**config.mk**
```make
export PLATFORM = sky130hd
export DESIGN_NAME = vector_loader
export DESIGN_NICKNAME = d
export VERILOG_FILES = /design/src/rtl/vector_loader.sv
export SDC_FILE = /design/constraint.sdc
export NUM_CORES = 1
export LEC_CHECK = 0
export BUFFER_PORTS_ARGS = -buffer_cell sky130_fd_sc_hd__buf_2
export CAP_MARGIN = 20
export CORE_MARGIN = 10
export CORE_UTILIZATION = 51
export CTS_BUF_LIST = sky130_fd_sc_hd__clkbuf_16
export DETAILED_ROUTE_END_ITERATION = 10
export PLACE_DENSITY = 0.74
export SLEW_MARGIN = 20
export SYNTH_ARGS = -nofsm -noshare
export SYNTH_HDL_FRONTEND = slang
export SYNTH_SLANG_ARGS = --single-unit
```
**constraint.sdc**
```tcl
create_clock -name clk -period 1.8 [get_ports clk]
set_input_delay 0.27 -clock clk [delete_from_list [all_inputs] [get_ports clk]]
set_output_delay 0.27 -clock clk [all_outputs]
set_load 0.02 [all_outputs]
```
**src/rtl/vector_loader.sv**
```systemverilog
// Decodes a command byte from the UART stream and streams LENGTH bytes into SIPO bank A or B.
// Latency: 1 cycle from rx_ready to the write strobe / cmd_valid, all outputs registered.
// Backpressure: none. Every rx_ready byte is consumed, and a stalled load aborts after TIMEOUT idle cycles.
module vector_loader #(
  parameter int WIDTH   = 8,
  parameter int LENGTH  = 1024,
  parameter int TIMEOUT = 100000
) (
  input  logic             clk,
  input  logic             reset,
  input  logic [WIDTH-1:0] rx_data,
  input  logic             rx_ready,
  output logic [WIDTH-1:0] ser_out,
  output logic             write_a,
  output logic             write_b,
  output logic [WIDTH-1:0] cmd,
  output logic             cmd_valid,
  output logic             busy,
  output logic             load_done,
  output logic             load_abort
);

  localparam int CW = (LENGTH > 1) ? $clog2(LENGTH) : 1;
  localparam int TW = (TIMEOUT > 1) ? $clog2(TIMEOUT) : 1;
  localparam logic [CW-1:0]    LAST_IDX  = CW'(LENGTH - 1);
  localparam logic [TW-1:0]    TIMER_MAX = TW'(TIMEOUT - 1);
  localparam logic [WIDTH-1:0] CMD_LOAD_A = WIDTH'(1);
  localparam logic [WIDTH-1:0] CMD_LOAD_B = WIDTH'(2);

  typedef enum logic [1:0] {
    IDLE   = 2'd0,
    LOAD_A = 2'd1,
    LOAD_B = 2'd2
  } state_t;

  state_t        state;
  logic [CW-1:0] count;
  logic [TW-1:0] timer;

  // Command decode, byte streaming into the selected bank, and idle-timeout abort.
  always_ff @(posedge clk or posedge reset) begin
    if (reset) begin
      state      <= IDLE;
      count      <= '0;
      timer      <= '0;
      ser_out    <= '0;
      cmd        <= '0;
      write_a    <= 1'b0;
      write_b    <= 1'b0;
      cmd_valid  <= 1'b0;
      busy       <= 1'b0;
      load_done  <= 1'b0;
      load_abort <= 1'b0;
    end else begin
      // Strobes are one cycle wide unless re-asserted below.
      write_a    <= 1'b0;
      write_b    <= 1'b0;
      cmd_valid  <= 1'b0;
      load_done  <= 1'b0;
      load_abort <= 1'b0;
      case (state)
        IDLE: begin
          timer <= '0;
          count <= '0;
          if (rx_ready) begin
            if (rx_data == CMD_LOAD_A) begin
              state <= LOAD_A;
              busy  <= 1'b1;
            end else if (rx_data == CMD_LOAD_B) begin
              state <= LOAD_B;
              busy  <= 1'b1;
            end else begin
              cmd       <= rx_data;
              cmd_valid <= 1'b1;
            end
          end
        end
        LOAD_A, LOAD_B: begin
          // A byte arriving on the expiry cycle takes priority over the abort.
          if (rx_ready) begin
            ser_out <= rx_data;
            timer   <= '0;
            if (state == LOAD_A) write_a <= 1'b1;
            else                 write_b <= 1'b1;
            if (count == LAST_IDX) begin
              load_done <= 1'b1;
              count     <= '0;
              busy      <= 1'b0;
              state     <= IDLE;
            end else begin
              count <= count + CW'(1);
            end
          end else if (timer == TIMER_MAX) begin
            // Partial SIPO contents are left in place; the host reloads.
            load_abort <= 1'b1;
            count      <= '0;
            timer      <= '0;
            busy       <= 1'b0;
            state      <= IDLE;
          end else begin
            timer <= timer + TW'(1);
          end
        end
        default: begin
          state <= IDLE;
          busy  <= 1'b0;
        end
      endcase
    end
  end

endmodule

```
==> summary.txt <==
GRT
  • Gr ovfl total: 0
  • Global Route Usage Sum: 13.89%
  • Antenna violations before repair: 0
  • Largest net degree at the start of global routing: 29
  • First-pass GRT wire length: 8.638 mm
  • Vias in the first global route: 1947

Setup path
  • Buffer and inverter count on the worst path: 0
  • CP endpoint kind: flop
  • CP Max Fanout: 3
  • Critical path's largest stage delay: a little under 400 ps
  • CP top delay family: simple AND/OR/NAND/NOR gates
  • Cell chain of the critical path: nor3_2, and4bb_2, a31oi_4, a211o_1, mux2_4
  • Slowest stage cell, crit path: dfrtp_1
  • Arrival time at the worst endpoint: between 1500 and 2000 ps
  • CP startpoint kind: flop
  • Critical Path RT: 1970 ps
  • Crit Path Category: reg -> reg

Finish
  • Filler cell count: 303
  • Layout area overhead: 34.32%
  • Share of cells above drive strength 1: 40.20%
  • Fin area: about 3200 µm²
  • Total Nets Final: 311
  • # diodes: 0

Clock tree
  • Number of buffers created by CTS: 5
  • Sink Count: 51
  • Clock-pin slew of the registers on the worst-case setup and hold paths: about 60 ps
  • CTS Root Cell: clkbuf_16
  • CTS H-tree depth: 2
  • Post-CTS Hold Buffers: 0
  • Worst skew pair latency: 290 ps
  • Clock Tree Buf Depth: 2
  • CTS tree: done

Floorplan
  • Starting Density: a little over half
  • Full die area: 7855 µm²
  • Top Ports: 33
  • Die Y: 88.63 µm
  • Die width: 88.63 µm
  • Core ar.: 4444 µm²
  • Row count: 24

Synthesis
  • Syn Area/Cell: 11.02 µm²
  • Synth unique cells: 38
  • Post-Synthesis Cells: 218
  • Post-synth ARST share: 100.0%
  • Netlist Area Pre-Place: 2402 µm²
  • Register bit total from synthesis: roughly 50
  • Synthesized net count: 234
  • Ys flop type: dfrtp_1
  • Post-synth EDFFs: 0
  • Yosys warns: 0
  • Register area share after synthesis: 53.13%

Power and ir drop
  • Cell leakage power: 1.559 nW
  • P per Cell Area: 1328 nW/µm²
  • Peak supply drop: around 900 µV

Timing
  • Clock skew: 5.861 ps
  • Slew HR: 65.04%
  • Setup Total Neg Slack: 0 ps
  • Peak Freq: 571.7 MHz
  • Final Setup Violations: 0
  • Worst slew pin tran: 523.7 ps
  • Crit path time final: 1749 ps
  • Crit share post-route: 97.17%
  • Final number of hold-violating endpoints: 0
  • RSZ-0062 raised after global routing: true
  • Max Slew Vio Count: 0

Detailed routing
  • Met2 wire length: about 2.7 mm
  • Via density per instance: 5.353
  • Highest metal layer with signal wires: met4
  • 1st-iter DRT viols: 119
  • Via count: approximately 1900
  • Post-route ant nets: 0
  • DRT met1 WL: roughly 2.3 mm
  • DRC violation count after routing: 0
  • Met3 Routed Length: 201 µm
  • Routed WL per cell: between 15 and 20 µm
  • Drt total wl: approximately 5.3 mm
  • DR pass1 iterations: 4

Placement
  • Post-DP HPWL: 3.896 mm
  • I/O Buffers: 32
  • Gp weighted congestion: 0.8607
  • Placed instance area: a little under 3000 µm²

Flow run
  • MaxCap Viol Count: 0

Worst hold path
  • Hold crit path type: in -> async

Run status
  • Run status: finished clean
flip-flops by register name, summed over array words and instances (netlist names):
register    count
load_abort      1
write_a         1
ser_out         8
write_b         1
cmd             8
timer          17
state           2
cmd_valid       1
load_done       1
busy            1
count          10
synthesized netlist by cell type, types with 3 or more instances:
cell type | count | share of area, %
a21oi_1 | 5 | 1.0
dfrtp_1 | 51 | 53
o21ai_0 | 3 | 0.62
clkbuf_1 | 3 | 0.47
nand3_1 | 18 | 3.8
nor3_1 | 6 | 1.3
nor4_1 | 3 | 0.78
a21o_1 | 5 | 1.6
xor2_1 | 8 | 2.9
ha_1 | 5 | 2.6
a31oi_1 | 6 | 1.6
nand2_1 | 12 | 1.9
nand4_1 | 4 | 1.0
xnor2_1 | 6 | 2.2
and3_1 | 7 | 1.8
mux2_4 | 3 | 1.9
nor2_1 | 26 | 4.1
mux2_2 | 16 | 7.5
nand2b_1 | 3 | 0.78
inv_1 | 5 | 0.78
cell families (layout without fill, tap and decap cells):
group	count (synthesis)	count (layout)	share of synthesized area, %
compound gates	31	31	8.959
xor+xnor	14	14	5.104
fa+ha+maj	5	5	2.604
buf+inv	8	86	1.250
flops	51	51	53.12
mux	19	19	9.375
simple gates	90	90	19.58
cell usage in the layout, fill, tap and decap left out, types with 2 or more instances in the layout:
master	count
nand2_1	12
nand3_1	17
nand4_1	4
mux2_4	3
nor2b_1	2
dfrtp_1	51
buf_2	32
and3_1	7
ha_1	2
inv_1	5
nor4_1	2
mux2_2	16
a21o_1	5
buf_4	40
nor2_4	2
and2_1	2
nor3_2	2
a21oi_1	5
nor2_1	23
a22o_1	2
xor2_1	8
bufinv_16	2
xnor2_1	6
a31oi_1	6
nor3_1	4
o21ai_0	3
nand2b_4	2
clkbuf_16	5
ha_2	2
a211o_1	2
path summary, 6_finish.rpt:
check                      slack [ps]  cells after the start          to        from
max reg2reg                        50                      5    state[1]   timer[11]
max in group asynchronous        1250                      3      cmd[0]       reset
max                                50                      5    state[1]   timer[11]
min                                10                      2   timer[13]       reset
min in group clk                  250                      2  ser_out[7]  rx_data[7]
min reg2reg                       500                      1    count[9]    count[9]
per-stage QoR:
stage          power [mW]  setup slack (ps)  hold WS, ps  util [%]  instances
2_1_floorplan       2.464            -14.39        398.6         -        218
3_3_place_gp        3.021            -170.2        335.9     66.02        335
3_5_place_dp        3.073            -207.1        337.3     66.02        335
4_1_cts             4.267             10.18        29.13     70.38        343
5_1_grt             4.559            -20.38        42.34     72.61        348
6_report            4.286             50.86        13.74     72.61        348
layout make-up:
type / count / area (µm²) / share of cell area, %
tap: 52 / 65.06 / 2.016
clock buffer: 5 / 125.1 / 3.877
timing repair buffer: 73 / 480.5 / 14.89
multi-input combinational: 159 / 1197 / 37.11
clock inverter: 3 / 63.81 / 1.978
sequential: 51 / 1276 / 39.55
inverter: 5 / 18.77 / 0.5816
power by group:
group	leakage (nW)	switching, mW	internal [mW]	total, mW
logic	0.798	0.848	0.716	1.56
registers	0.665	0.133	1.41	1.55
clock network	0.0952	0.385	0.791	1.18
metal layers:
metal | vias to the layer above | GRT usage [%]
met5 | - | 0
met4 | 0 | 5.433
met3 | 4 | 4.596
met2 | 26 | 23.67
met1 | 895 | 15.73
li1 | 938 | -
repair_timing:
item,CTS,global route
endpoints found under the setup margin,13,16
resized for setup,2,9
setup buffers,0,5
pin swaps,3,2
Power figures use the tool's default switching activity.
